==> config.mk <==
export PLATFORM = sky130hd
export DESIGN_NAME = rr_arbiter8
export DESIGN_NICKNAME = d
export VERILOG_FILES = /design/src/rtl/rr_arb_pkg.sv /design/src/rtl/rr_pick.sv /design/src/rtl/rr_arbiter8.sv
export SDC_FILE = /design/constraint.sdc
export NUM_CORES = 1
export LEC_CHECK = 0
export BUFFER_PORTS_ARGS = -buffer_cell sky130_fd_sc_hd__buf_4
export CORE_UTILIZATION = 55
export CTS_CLUSTER_SIZE = 16
export DETAILED_ROUTE_END_ITERATION = 12
export GPL_ROUTABILITY_DRIVEN = 0
export PLACE_DENSITY = 0.73
export RECOVER_POWER = 50
export SLEW_MARGIN = 25
export SYNTH_ARGS = -nofsm -noshare
export SYNTH_HDL_FRONTEND = slang
export SYNTH_SLANG_ARGS = --single-unit
==> constraint.sdc <==
create_clock -name clk -period 4.4 [get_ports clk]
set_input_delay 0.22 -clock clk [delete_from_list [all_inputs] [get_ports clk]]
set_output_delay 0.22 -clock clk [all_outputs]
set_load 0.1 [all_outputs]
==> src/rtl/rr_arb_pkg.sv <==
// Shared constants and state encoding for the 8-way round-robin arbiter.
package rr_arb_pkg;
   localparam int N_REQ = 8;
   localparam int IDX_W = 3;

   typedef enum logic {
      IDLE = 1'b0,
      BUSY = 1'b1
   } state_e;
endpackage

==> src/rtl/rr_pick.sv <==
// Combinational round-robin picker: first set bit of (req & mask) scanning
// upward from start, wrapping past the top index.
module rr_pick
   import rr_arb_pkg::*;
(
   input  logic [N_REQ-1:0] req,
   input  logic [N_REQ-1:0] mask,
   input  logic [IDX_W-1:0] start,
   output logic             found,
   output logic [IDX_W-1:0] idx
);

   logic [N_REQ-1:0]   cand;
   logic [2*N_REQ-1:0] cand_dbl;
   logic [2*N_REQ-1:0] cand_shift;
   logic [N_REQ-1:0]   cand_rot;
   logic [IDX_W-1:0]   offset;

   // Rotating the doubled vector puts bit 'start' at position 0, so the
   // lowest set bit of the rotated vector is the round-robin winner.
   assign cand       = req & mask;
   assign cand_dbl   = {cand, cand};
   assign cand_shift = cand_dbl >> start;
   assign cand_rot   = cand_shift[N_REQ-1:0];

   always_comb begin
      found  = 1'b0;
      offset = '0;
      for (int i = N_REQ - 1; i >= 0; i--) begin
         if (cand_rot[i]) begin
            found  = 1'b1;
            offset = IDX_W'(i);
         end
      end
   end

   assign idx = start + offset;

endmodule

==> src/rtl/rr_arbiter8.sv <==
// Eight-requester round-robin arbiter with registered one-hot grant and an
// optional hold limit that rotates ownership when others are waiting.
module rr_arbiter8
   import rr_arb_pkg::*;
#(
   parameter int MAX_HOLD = 16
) (
   input  logic             clk,
   input  logic             rst,
   input  logic [N_REQ-1:0] req,
   output logic [N_REQ-1:0] gnt,
   output logic [IDX_W-1:0] gnt_idx,
   output logic             gnt_valid
);

   localparam int CNT_W = (MAX_HOLD > 0) ? $clog2(MAX_HOLD + 1) : 1;
   // With no limit the counter just parks at 1; it is never compared.
   localparam logic [CNT_W-1:0] HOLD_SAT = (MAX_HOLD > 0) ? CNT_W'(MAX_HOLD) : CNT_W'(1);
   localparam logic [N_REQ-1:0] ONE      = N_REQ'(1);

   state_e           state_q,    state_d;
   logic [N_REQ-1:0] gnt_q,      gnt_d;
   logic [IDX_W-1:0] gnt_idx_q,  gnt_idx_d;
   logic             gnt_valid_q, gnt_valid_d;
   logic [CNT_W-1:0] hold_cnt_q, hold_cnt_d;
   logic [IDX_W-1:0] last_q,     last_d;

   logic [N_REQ-1:0] owner_mask;
   logic [N_REQ-1:0] pick_mask;
   logic [IDX_W-1:0] pick_start;
   logic             pick_found;
   logic [IDX_W-1:0] pick_idx;
   logic             owner_req;
   logic             others_pending;
   logic             hold_hit;

   assign owner_mask     = ~(ONE << gnt_idx_q);
   assign pick_mask      = (state_q == BUSY) ? owner_mask : '1;
   assign pick_start     = last_q + IDX_W'(1);
   assign owner_req      = req[gnt_idx_q];
   assign others_pending = |(req & owner_mask);
   assign hold_hit       = (MAX_HOLD > 0) && (hold_cnt_q == HOLD_SAT);

   rr_pick u_pick (
      .req   (req),
      .mask  (pick_mask),
      .start (pick_start),
      .found (pick_found),
      .idx   (pick_idx)
   );

   always_comb begin
      state_d     = state_q;
      gnt_d       = gnt_q;
      gnt_idx_d   = gnt_idx_q;
      gnt_valid_d = gnt_valid_q;
      hold_cnt_d  = hold_cnt_q;
      last_d      = last_q;

      case (state_q)
         IDLE: begin
            gnt_d       = '0;
            gnt_valid_d = 1'b0;
            if (pick_found) begin
               state_d     = BUSY;
               gnt_d       = ONE << pick_idx;
               gnt_idx_d   = pick_idx;
               gnt_valid_d = 1'b1;
               hold_cnt_d  = CNT_W'(1);
               last_d      = pick_idx;
            end
         end
         BUSY: begin
            // Release and hold-limit revoke share one path; the owner bit is
            // masked so a still-requesting owner cannot win its own revoke.
            if (!owner_req || (hold_hit && others_pending)) begin
               if (pick_found) begin
                  gnt_d       = ONE << pick_idx;
                  gnt_idx_d   = pick_idx;
                  gnt_valid_d = 1'b1;
                  hold_cnt_d  = CNT_W'(1);
                  last_d      = pick_idx;
               end else begin
                  state_d     = IDLE;
                  gnt_d       = '0;
                  gnt_valid_d = 1'b0;
                  hold_cnt_d  = '0;
               end
            end else if (hold_cnt_q != HOLD_SAT) begin
               hold_cnt_d = hold_cnt_q + CNT_W'(1);
            end
         end
         default: begin
            state_d     = IDLE;
            gnt_d       = '0;
            gnt_valid_d = 1'b0;
         end
      endcase
   end

   always_ff @(posedge clk) begin
      if (rst) begin
         state_q     <= IDLE;
         gnt_q       <= '0;
         gnt_idx_q   <= '0;
         gnt_valid_q <= 1'b0;
         hold_cnt_q  <= '0;
         last_q      <= IDX_W'(N_REQ - 1);
      end else begin
         state_q     <= state_d;
         gnt_q       <= gnt_d;
         gnt_idx_q   <= gnt_idx_d;
         gnt_valid_q <= gnt_valid_d;
         hold_cnt_q  <= hold_cnt_d;
         last_q      <= last_d;
      end
   end

   assign gnt       = gnt_q;
   assign gnt_idx   = gnt_idx_q;
   assign gnt_valid = gnt_valid_q;

endmodule

==> qor.csv, run 1 <==
stage;metric;value;unit
sta;setup_viol;0;
worst_setup_path;startpoint_type;flip-flop;
die;fp-row-count;21;
synth;avgSynthCellArea;8.39;um2
cts;cts_setup_buffers;0;
finish;areaGrowthSynthToFinish;11.5;%
synth;synth_fp_nets;251;
placement;dp.cells;298;
worst_setup_path;arrival;4.36;ns
finish;final_common_cell;nand2_1;
finish;nets;272;
cts;clk_pin_slew;0.12;ns
cts;ctsHtreeMaxLevel;1;
finish;multi_input_area;1470;um2
sta;rsz0062_at_grt;no;
sta;finalSetupTns;0;ns
finish;stdcell_count;302;
placement;hpwlAfterDp;4280;um
sta;min_period_over_period;93.5;%
cts;numCtsBuffers;3;
detailed_routing;vias_per_cell;7.01;
die;dieArea;3840;um2
worst_setup_path;reg2reg_from;gnt_idx[0];
synth;synth_ff_type;dfxtp_1;
global_route;antenna_found_initial;0;
cts;cts-hold-fix-buffers;0;
cts;clock_path_buffers;2;
detailed_routing;drt_pre_antenna_iters;5;
sta;slew_viol_final;0;
die;die_w;62.0;um
worst_setup_path;path_max_fanout;12;
detailed_routing;vias;2118;
worst_setup_path;critPathMostFrequentCell;a211oi_1;
detailed_routing;routed_wl;5670;um
finish;final_cell_mix;nand2_1, buf_4, dfxtp_1, nor2_1, clkbuf_1;
synth;yosysWarnings;0;
worst_setup_path;critPathRequiredTime;4.65;ns
global_route;grt_max_degree;18;
synth;netlist_instances;236;
detailed_routing;drtIter0Drc;398;
die;initial_utilization;58.4;%
sta;hold_violations;0;
detailed_routing;drc;0;
finish;drive_gt1_share;18.8;%
global_route;grt_overflow;0;
finish;ff_latch_area;423;um2
run_status;status;complete, no violations;
placement;port_buffers;21;
worst_setup_path;cp-end-kind;flip-flop;
synth;synth-edff-count;0;
global_route;grt_pass1_vias;1796;
synth;yosysUniqueCellTypes;64;
worst_setup_path;crit_start;gnt_idx[0];
sta;tightest_slew;1.17;ns
cts;cts_sinks;21;
worst_setup_path;r2r_slack;0.29;ns
min_path;hp-start;rst;
synth;async_flop_share;0;%
job;maxCapViolations;0;
cts;cts_tree;done;
finish;diodes;0;
global_route;grt_util_all_layers;32.0;%
worst_setup_path;cp_slowest_cell;dfxtp_1;
sta;max_freq;0.243;GHz
worst_setup_path;crit_path_max_incr_delay;0.58;ns
cts;insertion_delay;0.30;ns
sta;worst_slew_margin_rel;22.6;%
worst_setup_path;critPathTopFamily;compound AO/OA/AOI/OAI gates;
synth;seq_area_frac_synth;21.2;%
synth;synth_area;1980;um2
detailed_routing;wl_per_cell;18.8;um
finish;nFillCells;300;
worst_setup_path;critPathKind;reg -> reg;
sta;period_minus_slack;4.11;ns
min_path;hp-class;in -> reg;
die;die_h;62.0;um
die;coreArea;3390;um2
worst_setup_path;path_cells;nand4bb_1, nand2_1, mux4_2, o21ai_0, a211oi_1, a41oi_1, a211oi_1, o32ai_1, ha_1, inv_1, fa_1, or4_1, o21ai_1;
cts;root_buffer;clkbuf_4;
worst_setup_path;path_buf_inv;1;
cts;post_cts_resized;0;
die;num_io_pins;22;
synth;ys_ff_latch;21;
global_route;grt_pass1_wl;8970;um
sta;clock_skew;0.0173;ns
detailed_routing;ant_nets;0;
-- path summary, 6_finish.rpt --
check,end,cells past startpoint
worst max-delay path,gnt[2],13
worst min-delay path,hold_cnt_q[2],2
worst max register to register,gnt[2],13
worst min register to register,gnt[6],2
-- stage by stage --
stage	setup slack, ns	area, um2	hold slack (ns)	util, %
global placement	0.321	2210	0.437	65.2
detailed placement	0.211	2210	0.450	65.2
CTS	0.182	2240	0.199	66.0
finish	0.287	2210	0.203	65.1
floorplan	0.0319	1980	0.440	-
global route	0.00690	2210	0.193	65.1
-- registers in the layout, summed over array words and instances (netlist names) --
name,flops
gnt,8
hold_cnt_q,5
gnt_idx,3
last_q,3
gnt_valid,1
state_q,1
-- layer usage --
layer  routed length (um)  share of wire [%]  GRT usage, %
met4                  187                3.3          13.0
met1                 2340                 41          43.0
met2                 2590                 46          49.8
met3                  551                9.7          6.83
met5                    0                  0             0
-- cell usage after synthesis, drive strengths merged, types with 2 or more instances --
cell type | n | area (um2)
o211ai | 3 | 36.3
nand4 | 6 | 37.5
xnor2 | 3 | 26.3
mux4 | 8 | 180
clkbuf | 10 | 37.5
o32a | 2 | 20.0
a22oi | 2 | 15.0
nor4b | 2 | 17.5
or4 | 2 | 18.8
a221oi | 8 | 82.6
dfxtp | 21 | 420
a31o | 3 | 26.3
mux2 | 3 | 33.8
or2 | 2 | 12.5
a32o | 6 | 60.1
o21ai | 10 | 50.0
a21oi | 10 | 50.1
a31oi | 7 | 43.8
nand4b | 3 | 26.3
nand4bb | 3 | 33.8
nor4 | 5 | 37.5
nand3 | 5 | 25.0
nor3 | 4 | 20.0
buf | 7 | 36.3
nand2 | 27 | 101
nor2b | 6 | 37.5
mux2i | 3 | 30.0
xor2 | 2 | 25.0
ha | 4 | 50.1
nor2 | 15 | 56.3
or3 | 2 | 12.5
a211oi | 8 | 60.1
a22o | 2 | 17.5
a311oi | 4 | 35.0
inv | 8 | 30.0
-- kinds of logic after synthesis --
logic type	share of synthesized area [%]
multiplexers	12.3
AND/OR/NAND/NOR	24.8
AO/OA/AOI/OAI	30.0
buffers and inverters	5.44
XOR/XNOR	2.59
flip-flops	21.2
adder cells (fa/ha/maj)	3.54
-- final cells by class --
cell class / count / area share (%)
clock buffers: 3 / 1.02
inverters: 9 / 1.53
clock inverters: 1 / 0.227
well taps: 46 / 2.61
multi-input cells: 189 / 66.4
repair buffers: 33 / 9.01
flip-flops and latches: 21 / 19.2
Power of run 1 is left out: the tool's default activity adds up to more than one toggle a clock period on the data nets, which glitch-free logic cannot reach.
==> run 2: changes to the inputs <==
CTS_BUF_LIST = sky130_fd_sc_hd__clkbuf_8   (was unset)
==> run 2 against run 1 <==
- cell count stayed put
- via count is 1.7% higher
- critical path type unchanged
- routed wire length is 1.1% lower
- sequential share of layout area is 0.25 points lower
==> qor.csv, run 2 (synthesized netlist as in run 1, its figures left out) <==
stage;metric;value;unit;change
run_status;status;complete, no violations;;unchanged
worst_setup_path;critPathTopFamily;simple AND/OR/NAND/NOR gates;;was compound AO/OA/AOI/OAI gates
detailed_routing;drt_pre_antenna_iters;5;;unchanged
sta;clock_skew;0.00648;ns;was 0.0173 ns
global_route;grt_util_met3;6.83;%;unchanged
cts;post_cts_resized;0;;unchanged
finish;nets;272;;unchanged
finish;diodes;0;;unchanged
finish;final_common_cell;nand2_1;;unchanged
cts;root_buffer;clkbuf_8;;was clkbuf_4
die;coreArea;3390;um2;unchanged
worst_setup_path;cp_slowest_cell;or4b_1;;was dfxtp_1
sta;period_minus_slack;4.11;ns;about the same
sta;min_period_over_period;93.3;%;was 93.5%
detailed_routing;drtIter0Drc;372;;was 398
worst_setup_path;path_cells;or4b_1, nand2_1, mux4_2, a211oi_1, a41oi_1, a211oi_1, o32ai_1, ha_1, inv_1, fa_1, or4_1, o21ai_1;;was nand4bb_1, nand2_1, mux4_2, o21ai_0, a211oi_1, a41oi_1, a211oi_1, o32ai_1, ha_1, inv_1, fa_1, or4_1, o21ai_1
global_route;grt.met2_usage;49.1;%;was 49.8%
sta;slew_viol_final;0;;unchanged
global_route;grt_pass1_vias;1789;;was 1,796
sta;max_freq;0.244;GHz;was 0.243 GHz
die;num_io_pins;22;;unchanged
sta;rsz0062_at_grt;no;;unchanged
global_route;grt.met1_usage;42.8;%;was 43.0%
cts;cts-hold-fix-buffers;0;;unchanged
worst_setup_path;arrival;4.30;ns;was 4.36 ns
sta;hold_slack;0.256;ns;was 0.203 ns
die;dieArea;3840;um2;unchanged
finish;areaGrowthSynthToFinish;12.6;%;was 11.5%
finish;largest_reg_flops;8;;unchanged
die;die_w;62.0;um;unchanged
job;maxCapViolations;0;;unchanged
worst_setup_path;critPathMostFrequentCell;a211oi_1;;unchanged
cts;ctsHtreeMaxLevel;1;;unchanged
cts;insertion_delay;0.26;ns;was 0.30 ns
die;die_h;62.0;um;unchanged
global_route;grt_max_degree;18;;unchanged
global_route;grt-busiest-layer;met2;;unchanged
detailed_routing;routed_wl;5610;um;was 5670 um
cts;cts_setup_buffers;0;;unchanged
finish;drive_gt1_share;18.8;%;unchanged
worst_setup_path;path_buf_inv;1;;unchanged
detailed_routing;vias_per_cell;7.13;;was 7.01
cts;clock_path_buffers;2;;unchanged
finish;final_cell_mix;nand2_1, dfxtp_1, buf_4, nor2_1, clkbuf_1;;was nand2_1, buf_4, dfxtp_1, nor2_1, clkbuf_1
placement;port_buffers;21;;unchanged
min_path;hp-class;in -> reg;;unchanged
worst_setup_path;critPathKind;reg -> reg;;unchanged
cts;cts_sinks;21;;unchanged
detailed_routing;vias;2154;;was 2,118
detailed_routing;ant_nets;0;;unchanged
sta;worst_slew_margin_rel;22.6;%;about the same
sta;tightest_slew;1.17;ns;about the same
global_route;antenna_found_initial;0;;unchanged
global_route;grt_pass1_wl;8930;um;was 8970 um
die;initial_utilization;58.4;%;unchanged
cts;clk_pin_slew;0.07;ns;was 0.12 ns
sta;hold_violations;0;;unchanged
sta;setup_viol;0;;unchanged
detailed_routing;wl_per_cell;18.6;um;was 18.8 um
placement;hpwlAfterDp;4280;um;unchanged
cts;cts_tree;done;;unchanged
worst_setup_path;path_max_fanout;13;;was 12
worst_setup_path;cp-end-kind;flip-flop;;unchanged
worst_setup_path;startpoint_type;flip-flop;;unchanged
global_route;grt_overflow;0;;unchanged
worst_setup_path;crit_path_max_incr_delay;0.63;ns;was 0.58 ns
global_route;grt_util_all_layers;32.1;%;was 32.0%
detailed_routing;drc;0;;unchanged
cts;numCtsBuffers;3;;unchanged
die;fp-row-count;21;;unchanged
worst_setup_path;critPathRequiredTime;4.59;ns;was 4.65 ns
sta;finalSetupTns;0;ns;unchanged
[run 2: cell counts in the layout (fill, tap and decap cells not counted)]
No cell type changed its count.
[run 2: through the flow]
stage	worst slack (ns)	std cells	area, um2	util, %
global route	0.0392	302	2230	65.8
floorplan	0.0319	236	1980	-
detailed placement	0.211	298	2210	65.2
finish	0.294	302	2230	65.8
global placement	0.321	298	2210	65.2
CTS	0.191	302	2260	66.6
[run 2: layout make-up]
| class | instances | area (um2) |
|---|---|---|
| multi-input cells | 189 | 1470 |
| fillers | 294 | 1160 |
| flip-flops and latches | 21 | 422 |
| repair buffers | 33 | 199 |
| well taps | 46 | 57.6 |
| clock buffers | 3 | 41.3 |
| inverters | 9 | 33.8 |
| clock inverters | 1 | 5.00 |
[run 2: worst paths after layout]
kind                              start       endpoint  slack [ns]  depth (start not counted)
worst max-delay path            state_q         gnt[2]        0.29                         12
worst min-delay path                rst  hold_cnt_q[2]        0.26                          2
worst max register to register  state_q         gnt[2]        0.29                         12
worst min register to register   gnt[6]         gnt[6]        0.46                          2
[run 2: per-layer routing]
| metal | routed length [um] | share of wire [%] |
|---|---|---|
| met2 | 2600 | 46 |
| met1 | 2310 | 41 |
| met3 | 518 | 9.2 |
| met5 | 0 | 0 |
| met4 | 185 | 3.3 |
[run 2: worst register-to-register path: cells and delay by family (launching register included)]
family | cells | cell delay (ns)
buffers and inverters | 1 | 0.04
and+or+nand+nor | 3 | 1.45
DFF | 1 | 0.60
AOI/OAI and AO/OA | 5 | 0.91
adders and majority gates | 2 | 0.73
muxes | 1 | 0.30
Power of run 2 is left out for the same reason.
==> run 3: changes to the inputs <==
PLACE_DENSITY = 0.76   (was 0.73)
==> run 3 against run 2 <==
- critical path depth increased by 2
- worst hold slack worse by 0.0074 ns
- maximum frequency grew 1.8%
- setup slack improved by 0.072 ns
- sequential share of layout area up 0.053 points
- critical path type unchanged
- die area unchanged
- register-to-register slack gained 0.07 ns
- global-route usage is 2.2 points lower
- utilization down 0.18 points
==> qor.csv, run 3 (synthesized netlist as in run 1, its figures left out) <==
stage;metric;value;unit;change
finish;fin_util;65.6;%;was 65.8%
die;num_io_pins;22;;unchanged
detailed_routing;drt_pre_antenna_iters;5;;unchanged
finish;drive_gt1_share;17.8;%;was 18.8%
die;die_w;62.0;um;unchanged
power_and_ir_drop;combPwrFrac;79.9;%;
die;initial_utilization;58.4;%;unchanged
worst_setup_path;cp_slowest_cell;or4b_1;;unchanged
finish;final_common_cell;nand2_1;;unchanged
worst_setup_path;cp-end-kind;flip-flop;;unchanged
global_route;antenna_found_initial;0;;unchanged
finish;ff_latch_area;422;um2;unchanged
cts;cts_tree;done;;unchanged
detailed_routing;routed_wl;5260;um;was 5610 um
global_route;grt_max_degree;20;;was 18
worst_setup_path;path_buf_inv;1;;unchanged
min_path;hp-class;in -> reg;;unchanged
sta;setup_viol;0;;unchanged
worst_setup_path;critPathRequiredTime;4.59;ns;about the same
sta;rsz0062_at_grt;no;;unchanged
detailed_routing;vias_per_cell;6.88;;was 7.13
global_route;grt_overflow;0;;unchanged
placement;port_buffers;21;;unchanged
global_route;grt_util_met3;2.90;%;was 6.83%
worst_setup_path;startpoint_type;flip-flop;;unchanged
worst_setup_path;path_max_fanout;13;;unchanged
finish;multi_input_area;1450;um2;was 1470 um2
finish;diodes;0;;unchanged
worst_setup_path;worst-path-stages;14;;was 12
power_and_ir_drop;p_clk_share;6.0;%;
global_route;grt_util_all_layers;29.9;%;was 32.1%
sta;tightest_slew;1.17;ns;about the same
worst_setup_path;r2r_cells;14;;was 12
cts;insertion_delay;0.26;ns;about the same
global_route;grt_pass1_vias;1846;;was 1,789
cts;clock_path_buffers;2;;unchanged
sta;slew_viol_final;0;;unchanged
power_and_ir_drop;switching_power;0.00110;W;
job;maxCapViolations;0;;unchanged
power_and_ir_drop;internal_power;0.000928;W;
placement;hpwlAfterDp;3930;um;was 4280 um
worst_setup_path;crit_path_max_incr_delay;0.61;ns;was 0.63 ns
power_and_ir_drop;sequentialPowerShare;14.1;%;
power_and_ir_drop;worst_ir_drop_vdd;0.555;mV;
detailed_routing;drtIter0Drc;235;;was 372
worst_setup_path;reg2reg_from;state_q;;unchanged
sta;finalSetupTns;0;ns;unchanged
worst_setup_path;path_cells;or4b_1, nand2_1, mux4_2, a211oi_1, a41oi_1, a211oi_1, o32ai_1, ha_1, inv_1, fa_1, xnor2_1, xnor2_1, nand2_1, a21oi_1;;was or4b_1, nand2_1, mux4_2, a211oi_1, a41oi_1, a211oi_1, o32ai_1, ha_1, inv_1, fa_1, or4_1, o21ai_1
cts;cts_sinks;21;;unchanged
sta;clock_skew;0.00385;ns;was 0.00648 ns
cts;clk_pin_slew;0.07;ns;about the same
cts;ctsHtreeMaxLevel;1;;unchanged
detailed_routing;vias;2092;;was 2,154
finish;final_cell_mix;nand2_1, buf_4, dfxtp_1, nor2_1, clkbuf_1;;was nand2_1, dfxtp_1, buf_4, nor2_1, clkbuf_1
cts;root_buffer;clkbuf_8;;unchanged
detailed_routing;drc;0;;unchanged
worst_setup_path;critPathKind;reg -> reg;;unchanged
worst_setup_path;r2r_slack;0.37;ns;was 0.29 ns
power_and_ir_drop;switching_share;54.2;%;
worst_setup_path;r2r-end;gnt_idx[2];;was gnt[2]
global_route;grt.met1_usage;40.4;%;was 42.8%
finish;nets;274;;was 272
run_status;status;complete, no violations;;unchanged
worst_setup_path;crit_start;state_q;;unchanged
die;fp-row-count;21;;unchanged
cts;numCtsBuffers;3;;unchanged
power_and_ir_drop;power_density;912;nW/um2;
global_route;grt-busiest-layer;met2;;unchanged
worst_setup_path;arrival;4.23;ns;was 4.30 ns
power_and_ir_drop;leakage;0.789;nW;
sta;worst_slew_margin_rel;22.4;%;was 22.6%
finish;largest_reg_flops;8;;unchanged
finish;nFillCells;301;;was 294
sta;min_period_over_period;91.7;%;was 93.3%
die;coreArea;3390;um2;unchanged
worst_setup_path;crit_end;gnt_idx[2];;was gnt[2]
die;dieArea;3840;um2;unchanged
sta;max_freq;0.248;GHz;was 0.244 GHz
sta;hold_violations;0;;unchanged
die;die_h;62.0;um;unchanged
global_route;grt.met2_usage;49.2;%;was 49.1%
detailed_routing;wl_per_cell;17.3;um;was 18.6 um
global_route;grt_pass1_wl;8560;um;was 8930 um
finish;areaGrowthSynthToFinish;12.3;%;was 12.6%
detailed_routing;ant_nets;0;;unchanged
worst_setup_path;critPathTopFamily;simple AND/OR/NAND/NOR gates;;unchanged
sta;period_minus_slack;4.03;ns;was 4.11 ns
==> run 3: cell count changes in the layout (fill, tap and decap cells not counted) <==
cell and change:
nand4bb_1 +1, buf_4 +2, xnor2_2 -2, clkinv_2 -1
xnor2_1 +2, nand4bb_2 -1, inv_1 +1
==> run 3: power by group through the flow <==
stage / registers (W) / clock network, W / logic (W)
after floorplan: 0.000399 / 0 / 0.00113
after global placement: 0.000288 / 0 / 0.00159
after detailed placement: 0.000290 / 0 / 0.00161
after CTS: 0.000285 / 0.000122 / 0.00162
after global routing: 0.000294 / 0.000131 / 0.00176
final: 0.000286 / 0.000121 / 0.00162
==> run 3: routing by layer <==
| metal | up-vias | wire [um] |
|---|---|---|
| li1 | 991 | - |
| met1 | 984 | 2350 |
| met2 | 101 | 2460 |
| met3 | 16 | 307 |
| met4 | 0 | 140 |
| met5 | - | 0 |
==> run 3: final cells by class <==
class	instances	share of cell area, %
tap	46	2.59
timing repair buffer	35	9.62
clock inverter	1	0.169
sequential	21	19.0
multi-input combinational	189	65.3
clock buffer	3	1.86
inverter	9	1.52
==> run 3: repair_timing <==
item                                    CTS  global route
hold buffers                              0             0
buffers inserted                          0             0
gates resized for setup                   0             1
endpoints found under the setup margin    0             3
==> run 3: through the flow <==
stage	hold slack (ns)	setup slack [ns]	std cells	power, W	area (um2)
finish	0.248	0.366	304	0.00203	2220
global route	0.265	0.107	304	0.00219	2220
CTS	0.253	0.284	304	0.00203	2270
detailed placement	0.447	0.319	300	0.00190	2230
global placement	0.439	0.330	300	0.00188	2230
floorplan	0.440	0.0319	236	0.00153	1980
==> run 3: worst min path at each step <==
stage / start / end / slack [ns] / depth (start not counted)
3_5_place_dp: gnt[6] / gnt[6] / 0.45 / 2
3_3_place_gp: gnt[2] / gnt[2] / 0.44 / 2
4_1_cts: rst / hold_cnt_q[2] / 0.25 / 2
6_report: rst / hold_cnt_q[2] / 0.25 / 2
5_1_grt: rst / gnt_idx[0] / 0.26 / 2
2_1_floorplan: last_q[1] / last_q[1] / 0.44 / 1
(Power assumes the default switching activity.)
